**config.mk**
```make
export PLATFORM = sky130hd
export DESIGN_NAME = vga_plot_arbiter_flat
export DESIGN_NICKNAME = d
export VERILOG_FILES = /design/src/rtl/vga_plot_arbiter_if.sv /design/src/rtl/vga_plot_arbiter.sv /design/src/flat_wrapper.sv
export SDC_FILE = /design/constraint.sdc
export NUM_CORES = 1
export LEC_CHECK = 0
export CORE_ASPECT_RATIO = 0.8
export CORE_MARGIN = 2
export CORE_UTILIZATION = 30
export CTS_CLUSTER_SIZE = 8
export DETAILED_ROUTE_END_ITERATION = 6
export PLACE_DENSITY_LB_ADDON = 0.2
export SKIP_LAST_GASP = 1
export SLEW_MARGIN = 20
export SYNTH_ARGS = -nofsm -noshare
export SYNTH_HDL_FRONTEND = slang
export SYNTH_SLANG_ARGS = --single-unit
export TNS_END_PERCENT = 10
```
**constraint.sdc**
```tcl
create_clock -name clock -period 6.95 [get_ports clock]
set_input_delay 1.7375 -clock clock [delete_from_list [all_inputs] [get_ports clock]]
set_output_delay 1.7375 -clock clock [all_outputs]
set_load 0.02 [all_outputs]
```
**src/rtl/vga_plot_arbiter_if.sv**
```systemverilog
// vga_plot_arbiter_if
// Groups the per-channel plot request bus and the vga_adapter pixel bus.
//   req_valid/req_ready : per-channel handshake, one bit per channel
//   req_x/req_y/req_colour : packed per-channel request fields, channel i at [i*W +: W]
//   vga_x/vga_y/vga_colour/vga_plot : registered pixel write toward vga_adapter
// master = drawing clients + adapter side, slave = the arbiter.
interface vga_plot_arbiter_if #(
  parameter int NUM_CH   = 2,
  parameter int X_W      = 8,
  parameter int Y_W      = 7,
  parameter int COLOUR_W = 3
);
  logic [NUM_CH-1:0]          req_valid;
  logic [NUM_CH-1:0]          req_ready;
  logic [NUM_CH*X_W-1:0]      req_x;
  logic [NUM_CH*Y_W-1:0]      req_y;
  logic [NUM_CH*COLOUR_W-1:0] req_colour;
  logic [X_W-1:0]             vga_x;
  logic [Y_W-1:0]             vga_y;
  logic [COLOUR_W-1:0]        vga_colour;
  logic                       vga_plot;

  modport master (
    output req_valid, req_x, req_y, req_colour,
    input  req_ready, vga_x, vga_y, vga_colour, vga_plot
  );

  modport slave (
    input  req_valid, req_x, req_y, req_colour,
    output req_ready, vga_x, vga_y, vga_colour, vga_plot
  );
endinterface

```
**src/rtl/vga_plot_arbiter.sv**
```systemverilog
// vga_plot_arbiter
// Front end for vga_adapter: per-channel request FIFOs, coordinate clipping,
// round-robin arbitration and a full-screen clear sweep. At most one registered
// pixel write per cycle.
// Ports:
//   clock, resetn  : clock (rising edge), asynchronous active-low reset
//   bus            : request handshake + adapter pixel bus (slave modport)
//   clear_start    : pulse, starts a clear sweep when idle
//   clear_colour   : colour for the sweep, sampled with clear_start
//   clear_busy     : high while the sweep runs
//   drop_count     : saturating count of clipped (out-of-range) requests
//
// state   | meaning
// S_IDLE  | arbitrate non-empty FIFOs, pop one winner per cycle
// S_CLEAR | sweep every pixel row-major in the latched colour, no pops
module vga_plot_arbiter #(
  parameter int NUM_CH     = 2,
  parameter int X_W        = 8,
  parameter int Y_W        = 7,
  parameter int COLOUR_W   = 3,
  parameter int X_MAX      = 159,
  parameter int Y_MAX      = 119,
  parameter int FIFO_DEPTH = 4
) (
  input  logic                clock,
  input  logic                resetn,
  vga_plot_arbiter_if.slave   bus,
  input  logic                clear_start,
  input  logic [COLOUR_W-1:0] clear_colour,
  output logic                clear_busy,
  output logic [15:0]         drop_count
);
  localparam int AW  = $clog2(FIFO_DEPTH);
  localparam int CW  = (NUM_CH > 1) ? $clog2(NUM_CH) : 1;
  localparam int E_W = X_W + Y_W + COLOUR_W;
  localparam logic [31:0] X_LIM = 32'(X_MAX);
  localparam logic [31:0] Y_LIM = 32'(Y_MAX);

  typedef enum logic {S_IDLE, S_CLEAR} state_t;
  state_t state, state_n;

  logic [E_W-1:0]    mem [NUM_CH][FIFO_DEPTH];
  logic [AW:0]       wr_ptr [NUM_CH];
  logic [AW:0]       rd_ptr [NUM_CH];
  logic [NUM_CH-1:0] full, empty, accept, drop, push, pop;
  logic [CW-1:0]     rr_ptr, grant_idx, cand;
  logic              grant_any;
  logic              do_pop, start_clear, sweep_last;
  logic [X_W-1:0]    cx;
  logic [Y_W-1:0]    cy;
  logic [COLOUR_W-1:0] clr_col;
  logic              pend_valid;
  logic [E_W-1:0]    pend_data;
  logic [4:0]        drop_sum;
  logic [16:0]       drop_acc;

  // FIFO status, accept and clip decode. Ready never depends on a same-cycle pop.
  always_comb begin
    full   = '0;
    empty  = '0;
    accept = '0;
    drop   = '0;
    push   = '0;
    for (int i = 0; i < NUM_CH; i++) begin
      full[i]   = (wr_ptr[i][AW] != rd_ptr[i][AW]) &&
                  (wr_ptr[i][AW-1:0] == rd_ptr[i][AW-1:0]);
      empty[i]  = (wr_ptr[i] == rd_ptr[i]);
      accept[i] = bus.req_valid[i] && !full[i];
      drop[i]   = accept[i] &&
                  ((32'(bus.req_x[i*X_W +: X_W]) > X_LIM) ||
                   (32'(bus.req_y[i*Y_W +: Y_W]) > Y_LIM));
      push[i]   = accept[i] && !drop[i];
    end
  end

  assign bus.req_ready = ~full;

  // First non-empty channel strictly after the last winner.
  always_comb begin
    grant_any = 1'b0;
    grant_idx = rr_ptr;
    cand      = '0;
    for (int k = 1; k <= NUM_CH; k++) begin
      cand = CW'((int'(rr_ptr) + k) % NUM_CH);
      if (!grant_any && !empty[cand]) begin
        grant_any = 1'b1;
        grant_idx = cand;
      end
    end
  end

  always_comb begin
    state_n     = state;
    do_pop      = 1'b0;
    start_clear = 1'b0;
    sweep_last  = 1'b0;
    case (state)
      S_IDLE: begin
        if (clear_start) begin
          state_n     = S_CLEAR;
          start_clear = 1'b1;
        end else begin
          do_pop = grant_any;
        end
      end
      S_CLEAR: begin
        sweep_last = (cx == X_W'(X_MAX)) && (cy == Y_W'(Y_MAX));
        if (sweep_last) state_n = S_IDLE;
      end
      default: state_n = S_IDLE;
    endcase
  end

  always_comb begin
    pop = '0;
    for (int i = 0; i < NUM_CH; i++) pop[i] = do_pop && (grant_idx == CW'(i));
  end

  // Several channels may drop on one edge; they are summed before saturating.
  always_comb begin
    drop_sum = '0;
    for (int i = 0; i < NUM_CH; i++) drop_sum = drop_sum + 5'(drop[i]);
    drop_acc = {1'b0, drop_count} + 17'(drop_sum);
  end

  always_ff @(posedge clock) begin
    for (int i = 0; i < NUM_CH; i++) begin
      if (push[i])
        mem[i][wr_ptr[i][AW-1:0]] <= {bus.req_x[i*X_W +: X_W],
                                      bus.req_y[i*Y_W +: Y_W],
                                      bus.req_colour[i*COLOUR_W +: COLOUR_W]};
    end
  end

  always_ff @(posedge clock or negedge resetn) begin
    if (!resetn) begin
      state          <= S_IDLE;
      rr_ptr         <= CW'(NUM_CH - 1);
      pend_valid     <= 1'b0;
      pend_data      <= '0;
      bus.vga_x      <= '0;
      bus.vga_y      <= '0;
      bus.vga_colour <= '0;
      bus.vga_plot   <= 1'b0;
      clear_busy     <= 1'b0;
      drop_count     <= '0;
      cx             <= '0;
      cy             <= '0;
      clr_col        <= '0;
      for (int i = 0; i < NUM_CH; i++) begin
        wr_ptr[i] <= '0;
        rd_ptr[i] <= '0;
      end
    end else begin
      state      <= state_n;
      clear_busy <= (state_n == S_CLEAR);

      for (int i = 0; i < NUM_CH; i++) begin
        if (push[i]) wr_ptr[i] <= wr_ptr[i] + 1'b1;
        if (pop[i])  rd_ptr[i] <= rd_ptr[i] + 1'b1;
      end

      if (start_clear) begin
        clr_col <= clear_colour;
        cx      <= '0;
        cy      <= '0;
      end else if (state == S_CLEAR) begin
        if (cx == X_W'(X_MAX)) begin
          cx <= '0;
          cy <= cy + 1'b1;
        end else begin
          cx <= cx + 1'b1;
        end
      end

      // Popped entry is staged for one cycle, then driven to the adapter.
      if (state == S_CLEAR) begin
        bus.vga_plot   <= 1'b1;
        bus.vga_x      <= cx;
        bus.vga_y      <= cy;
        bus.vga_colour <= clr_col;
      end else begin
        bus.vga_plot <= pend_valid;
        if (pend_valid) {bus.vga_x, bus.vga_y, bus.vga_colour} <= pend_data;
      end

      pend_valid <= do_pop;
      if (do_pop) begin
        pend_data <= mem[grant_idx][rd_ptr[grant_idx][AW-1:0]];
        rr_ptr    <= grant_idx;
      end

      drop_count <= drop_acc[16] ? 16'hFFFF : drop_acc[15:0];
    end
  end
endmodule

```
**src/flat_wrapper.sv**
```systemverilog
// flat-port wrapper written by rule: the top's interface ports become plain ports
module vga_plot_arbiter_flat 
#(
  parameter int NUM_CH     = 2,
  parameter int X_W        = 8,
  parameter int Y_W        = 7,
  parameter int COLOUR_W   = 3,
  parameter int X_MAX      = 159,
  parameter int Y_MAX      = 119,
  parameter int FIFO_DEPTH = 4
)
  (clock, resetn, clear_start, clear_colour, clear_busy, drop_count, bus_req_valid, bus_req_x, bus_req_y, bus_req_colour, bus_req_ready, bus_vga_x, bus_vga_y, bus_vga_colour, bus_vga_plot);
  vga_plot_arbiter_if #(.NUM_CH(NUM_CH), .X_W(X_W), .Y_W(Y_W), .COLOUR_W(COLOUR_W)) bus_i ();
  input  logic clock;
  input  logic resetn;
  input  logic clear_start;
  input  logic [COLOUR_W-1:0] clear_colour;
  output logic clear_busy;
  output logic [15:0] drop_count;
  input wire logic [$bits(bus_i.req_valid)-1:0] bus_req_valid;
  input wire logic [$bits(bus_i.req_x)-1:0] bus_req_x;
  input wire logic [$bits(bus_i.req_y)-1:0] bus_req_y;
  input wire logic [$bits(bus_i.req_colour)-1:0] bus_req_colour;
  output wire logic [$bits(bus_i.req_ready)-1:0] bus_req_ready;
  output wire logic [$bits(bus_i.vga_x)-1:0] bus_vga_x;
  output wire logic [$bits(bus_i.vga_y)-1:0] bus_vga_y;
  output wire logic [$bits(bus_i.vga_colour)-1:0] bus_vga_colour;
  output wire logic [$bits(bus_i.vga_plot)-1:0] bus_vga_plot;
  assign bus_i.req_valid = bus_req_valid;
  assign bus_i.req_x = bus_req_x;
  assign bus_i.req_y = bus_req_y;
  assign bus_i.req_colour = bus_req_colour;
  assign bus_req_ready = bus_i.req_ready;
  assign bus_vga_x = bus_i.vga_x;
  assign bus_vga_y = bus_i.vga_y;
  assign bus_vga_colour = bus_i.vga_colour;
  assign bus_vga_plot = bus_i.vga_plot;
  vga_plot_arbiter #(.NUM_CH(NUM_CH), .X_W(X_W), .Y_W(Y_W), .COLOUR_W(COLOUR_W), .X_MAX(X_MAX), .Y_MAX(Y_MAX), .FIFO_DEPTH(FIFO_DEPTH)) u_core (.clock(clock), .resetn(resetn), .bus(bus_i), .clear_start(clear_start), .clear_colour(clear_colour), .clear_busy(clear_busy), .drop_count(drop_count));
endmodule
```
==> flow_summary_export.csv, run 1 <==
group,metric,value,unit
min_path,hold_end,"u_core.clr_col[1]",
sta,timing.final.max_slew_violations,0,
critical_path,crit_required,7.38,ns
run,cap_violations,0,
cts,cts_setup_buffers,0,
sta,setup_viol_count_final,0,
sta,relSlewSlack,26.42,%
cts,cts_buffers,34,
grt,grt_max_degree,53,
critical_path,cp_slowest_cell,"or3_1",
grt,antenna_found_initial,0,
synth,async_flop_share,37.39,%
cts,root_buffer,"clkbuf_16",
critical_path,end_kind,"flip-flop",
power,power_density,363.7,nW/µm²
critical_path,crit_cells,12,
layout,final_nets,828,
min_path,hold_class,"flip-flop to flip-flop",
detailed_routing,ant_nets,0,
synth,ys.flop_type,"edfxtp_1",
cts,cts_tree,"done",
detailed_routing,drcViolationCount,0,
detailed_routing,dr.pass1.iters,4,
critical_path,cp_cell_sequence,"clkdlybuf4s50_1 > o21ai_0 > nand2_1 > and3_1 > ha_1 > ha_1 > inv_1 > fa_1 > nor2_1 > nand2_1 > or3_1 > o21ai_0",
cts,ctsResizeCount,0,
min_path,hp-start,"u_core.clr_col[1]",
cts,cts_buffer_depth,3,
placed_design,dpl.hpwl,15520,µm
cts,htree_levels,2,
sta,holdWs,0.4745,ns
synth,mappedNetlistArea,9843,µm²
detailed_routing,avgRoutedWirePerCell,19.18,µm
cts,postCtsHoldBufs,0,
synth,ys_seq_area_share,65.81,%
critical_path,critPathLaunchType,"primary input",
critical_path,reg2reg_depth,12,
synth,synth-seq-cells,230,
critical_path,reg2reg_setup_slack,3.35,ns
cts,clkTransAtPathRegs,0.05,ns
min_path,min_path_cells,2,
power,ir_worst_vdd,171.4,µV
sta,max_freq,208.0,MHz
synth,syn_avg_cell_area,14.85,µm²
critical_path,crit_type,"primary input to flip-flop",
layout,final_layout_size_suffix_gt1_share,12.90,%
layout,final_common_cell,"edfxtp_1",
sta,rsz0062_at_grt,"false",
detailed_routing,wl,23360,µm
critical_path,crit_arrival,5.23,ns
synth,ys_types,52,
critical_path,critPathMaxStageDelay,0.62,ns
layout,layout_common_cells,"144 x edfxtp_1, 89 x mux2i_1, 83 x dfrtp_1, 80 x clkdlybuf4s50_1, 78 x nand2_1",
die,io_pins,82,
synth,synth_edf_count,144,
die,num_rows,59,
sta,fin_tns_setup,0,ns
placed_design,io_buffers,81,
cts,clk-insertion-delay-late,0.52,ns
critical_path,crit_family,"simple AND/OR/NAND/NOR gates",
synth,syn_inst,663,
critical_path,crit_fanout,13,
placed_design,place_congestion,0.7179,
sta,skew,0.01192,ns
die,core,32410,µm²
grt,grt_pass1_vias,5728,
outcome,status,"finished, final reports clean",
die,dieArea,34280,µm²
die,die_x,206.5,µm
critical_path,timing.critical_path.buf_inv,2,
detailed_routing,viasPerCell,4.612,
sta,fin_crit_sh,69.17,%
layout,area_growth,23.48,%
critical_path,worstReg2RegEnd,"u_core.drop_count[5]",
power,p_leak,0.004528,µW
detailed_routing,drt_iter0_drc,344,
placed_design,preCtsSetupSlack,1.638,ns
die,start_util,30.37,%
sta,fin_crit,4.808,ns
critical_path,r2r-start,"u_core.wr_ptr[3]",
detailed_routing,vias,5617,
grt,grt_usage,13.90,%
sta,setup_slack,2.142,ns
cts,cts_sinks,230,
layout,diodes,0,
die,die_h,166.0,µm
sta,tightest_slew,1.104,ns
grt,grt_pass1_wl,35350,µm
grt,grt_overflow,0,
synth,ys_warn_count,0,
synth,syn-num-nets,723,
power,finalPower,4420,µW
sta,final_hold_viol_count,0,
how the worst max path moves through the flow:
stage	slack, ns	end	start
detailed placement	1.64	u_core.drop_count[5]	bus_req_x[14]
global placement	1.73	u_core.drop_count[5]	bus_req_x[14]
global route	1.91	u_core.drop_count[5]	bus_req_x[14]
finish	2.14	u_core.drop_count[5]	bus_req_x[14]
CTS	2.15	u_core.drop_count[5]	bus_req_x[14]
floorplan	2.90	u_core.drop_count[13]	bus_req_x[14]
area by class of cell:
class,count,area [µm²]
sequential,230,6480
tap,427,534.3
multi-input combinational,397,3183
fill,3095,20250
clock buffer,56,943.4
timing repair buffer,95,913.4
inverter,10,37.54
clock inverter,3,62.56
layer usage:
metal / global-route usage, % / wire length, µm / up-vias
li1: - / - / 2676
met1: 20.04 / 11520 / 2803
met2: 21.26 / 10560 / 102
met3: 2.767 / 866 / 36
met4: 3.789 / 415 / 0
met5: 0 / 0 / -
kinds of logic after synthesis:
kind of cell | after synthesis | share of synthesized area, %
muxes | 131 | 14.35
xor gates and xnor gates | 29 | 2.657
adders and majority gates | 16 | 2.110
AOI/OAI and AO/OA | 70 | 5.707
DFF | 230 | 65.81
buffers and inverters | 36 | 1.856
and+or+nand+nor | 151 | 7.512
report_power, final:
part	switching, µW	internal [µW]
Combinational	557	466
Clock	599	931
Sequential	162	1710
Total	1320	3100
cells in the mapped netlist (2+ instances only):
| master | instances | area (µm²) |
|---|---|---|
| and2_1 | 9 | 56.30 |
| xnor2_1 | 15 | 131.4 |
| nor2_1 | 14 | 52.55 |
| mux2_2 | 14 | 157.7 |
| o21ai_1 | 2 | 10.01 |
| mux2i_1 | 89 | 890.9 |
| clkbuf_1 | 10 | 37.54 |
| o31ai_1 | 3 | 22.52 |
| and3_1 | 7 | 43.79 |
| nand2b_1 | 4 | 25.02 |
| edfxtp_1 | 144 | 4324 |
| nand3_1 | 11 | 55.05 |
| nand2_1 | 78 | 292.8 |
| inv_1 | 10 | 37.54 |
| xor2_1 | 13 | 113.9 |
| a22o_1 | 4 | 35.03 |
| o21ai_0 | 32 | 160.2 |
| mux2_4 | 10 | 150.1 |
| and4_1 | 3 | 26.28 |
| buf_6 | 4 | 45.04 |
| nand4_1 | 8 | 50.05 |
| o221ai_2 | 10 | 150.1 |
| o221ai_1 | 8 | 70.07 |
| buf_2 | 11 | 55.05 |
| dfrtp_1 | 85 | 2127 |
| a21oi_1 | 3 | 15.01 |
| mux2_1 | 17 | 191.4 |
| nor2b_1 | 5 | 31.28 |
| nor3b_1 | 2 | 15.01 |
| ha_1 | 15 | 187.7 |
| nor3_1 | 2 | 10.01 |
worst min-delay path, stage by stage, from the launching register on:
cell and delay, ns:
dfrtp_1 0.34, nand2_1 0.05, nand2_1 0.06
registers in the layout, indices dropped and copies added (netlist names):
name                   flops
u_core.mem               144
u_core.pend_data          18
u_core.drop_count         16
u_core.bus.vga_x           8
u_core.cx                  8
u_core.bus.vga_y           7
u_core.cy                  7
u_core.rd_ptr              6
u_core.wr_ptr              6
u_core.bus.vga_colour      3
u_core.clr_col             3
u_core.bus.vga_plot        1
u_core.clear_busy          1
u_core.pend_valid          1
u_core.rr_ptr              1
metrics by stage:
| step | utilization [%] | instance area [µm²] | cells |
|---|---|---|---|
| after floorplan | - | 9843 | 663 |
| after global placement | 34.40 | 11150 | 1159 |
| after detailed placement | 34.40 | 11150 | 1159 |
| after CTS | 37.50 | 12150 | 1218 |
| after global routing | 37.50 | 12150 | 1218 |
| final | 37.50 | 12150 | 1218 |
Note: power is estimated with default switching activity, not from simulation.
==> run 2, diff against run 1 <==
- clock period: 6.95 -> 4.4 ns (I/O delays scaled with it)
==> run 2 against run 1 <==
Against the previous run:
- combinational power grew 59%
- hold slack lost 0.0026 ns
- routed wire length grew 1.9%
- register-to-register slack lost 2.2 ns
- count of clock-buffer cells in the layout grew 2
- critical path type unchanged
- first-iteration DRC count shrank 36%
- final cell count grew 0.74%
- utilization grew 0.10 points
==> flow_summary_export.csv, run 2 (synthesis gave the netlist of run 1 again) <==
group,metric,value,unit
sta,relSlewSlack,28.53,%
placed_design,io_buffers,81,
cts,htree_levels,2,
layout,largest_reg_flops,144,
layout,final_layout_size_suffix_gt1_share,13.50,%
critical_path,crit_arrival,3.97,ns
grt,grt_overflow,0,
sta,setup_viol_count_final,0,
detailed_routing,ant_nets,0,
grt,grt_usage,14.15,%
sta,timing.final.max_slew_violations,0,
cts,cts_setup_buffers,0,
power,ir_worst_vdd,197.2,µV
cts,cts_tree,"done",
detailed_routing,avgRoutedWirePerCell,19.40,µm
detailed_routing,drt_iter0_drc,220,
cts,cts_buffers,34,
detailed_routing,vias,5636,
critical_path,crit_type,"primary input to flip-flop",
cts,cts_buffer_depth,3,
die,num_rows,59,
sta,final_hold_viol_count,0,
sta,fin_crit,3.561,ns
die,io_pins,82,
sta,max_freq,280.8,MHz
detailed_routing,dr.pass1.iters,4,
grt,grt_max_degree,67,
cts,ctsResizeCount,0,
sta,fin_tns_setup,0,ns
cts,postCtsHoldBufs,0,
layout,layout_common_cells,"144 x edfxtp_1, 89 x mux2i_1, 83 x dfrtp_1, 80 x clkdlybuf4s50_1, 78 x nand2_1",
critical_path,critPathMaxStageDelay,0.47,ns
run,cap_violations,0,
die,core,32410,µm²
cts,root_buffer,"clkbuf_16",
sta,fin_crit_sh,80.94,%
grt,grt_pass1_wl,36290,µm
grt,antenna_found_initial,0,
outcome,status,"finished, final reports clean",
placed_design,dpl.hpwl,15750,µm
power,power_density,570.0,nW/µm²
die,die_x,206.5,µm
layout,area_growth,23.82,%
cts,cts_sinks,230,
min_path,hold_class,"flip-flop to flip-flop",
critical_path,crit_family,"adder cells",
layout,final_common_cell,"edfxtp_1",
critical_path,end_kind,"flip-flop",
critical_path,cp_slowest_cell,"clkdlybuf4s50_1",
die,die_h,166.0,µm
critical_path,timing.critical_path.buf_inv,3,
layout,fillers,3101,
die,dieArea,34280,µm²
critical_path,cp_cell_sequence,"clkdlybuf4s50_1 > o21ai_0 > a21oi_1 > ha_1 > ha_1 > inv_1 > fa_1 > nor2_1 > nand2_1 > or3_1 > buf_4 > o21ai_0",
layout,diodes,0,
detailed_routing,drcViolationCount,0,
detailed_routing,wl,23810,µm
layout,final_nets,835,
cts,clk-insertion-delay-late,0.50,ns
grt,grt_pass1_vias,5845,
critical_path,crit_fanout,7,
sta,skew,0.01319,ns
cts,clkTransAtPathRegs,0.05,ns
sta,rsz0062_at_grt,"false",
critical_path,critPathLaunchType,"primary input",
power,p_leak,0.004549,µW
die,start_util,30.37,%
sta,tightest_slew,1.072,ns
placed_design,place_congestion,0.7085,
layout,final_util,37.61,%
critical_path,crit_required,4.81,ns
detailed_routing,viasPerCell,4.593,
run 2: worst min-delay path: stages, from the launching register on:
cell and delay, ns:
dfrtp_1 0.34, nand2_1 0.05, nand2_1 0.05
run 2: final timing paths:
check | from | endpoint | slack [ns] | cells after the start
setup / recovery | bus_req_x[6] | u_core.drop_count[5] | 0.84 | 12
hold / removal | u_core.clr_col[1] | u_core.clr_col[1] | 0.47 | 2
setup reg to reg | u_core.wr_ptr[3] | u_core.drop_count[5] | 1.14 | 13
hold reg to reg | u_core.clr_col[1] | u_core.clr_col[1] | 0.47 | 2
max in group asynchronous | resetn | u_core.bus.vga_y[4] | 2.88 | 2
min in group asynchronous | resetn | u_core.wr_ptr[5] | 0.73 | 1
run 2: layer usage:
metal / vias to the layer above / wire length (µm) / global-route usage (%)
met5: - / 0 / 0
met4: 0 / 402 / 3.571
met3: 36 / 871 / 2.826
met2: 96 / 10960 / 22.10
met1: 2810 / 11570 / 20.09
li1: 2694 / - / -
run 2: cell type report:
cell class / instances / area [µm²] / share of cell area (%)
flip-flops and latches: 230 / 6480 / 53.17
multi-input cells: 397 / 3183 / 26.12
repair buffers: 102 / 978.4 / 8.028
clock buffers: 58 / 940.9 / 7.720
well taps: 427 / 534.3 / 4.384
inverters: 10 / 37.54 / 0.3080
clock inverters: 3 / 33.78 / 0.2772
run 2: where the power goes:
part           leakage, µW  internal (µW)  switching, µW
clock network     0.000463           1450            920
registers          0.00238           2690            265
logic              0.00170            743            874
total              0.00455           4890           2060
run 2: stage by stage:
| step | total power (µW) | setup WS (ns) | std cells | hold WS [ns] | instance area (µm²) |
|---|---|---|---|---|---|
| floorplan | 4014 | 0.9904 | 663 | 0.4460 | 9843 |
| global placement | 4638 | 0.3217 | 1166 | 0.4635 | 11210 |
| detailed placement | 4641 | 0.2625 | 1166 | 0.4637 | 11210 |
| CTS | 7063 | 0.7648 | 1227 | 0.4772 | 12190 |
| global route | 7331 | 0.5219 | 1227 | 0.5062 | 12190 |
| finish | 6948 | 0.8386 | 1227 | 0.4719 | 12190 |
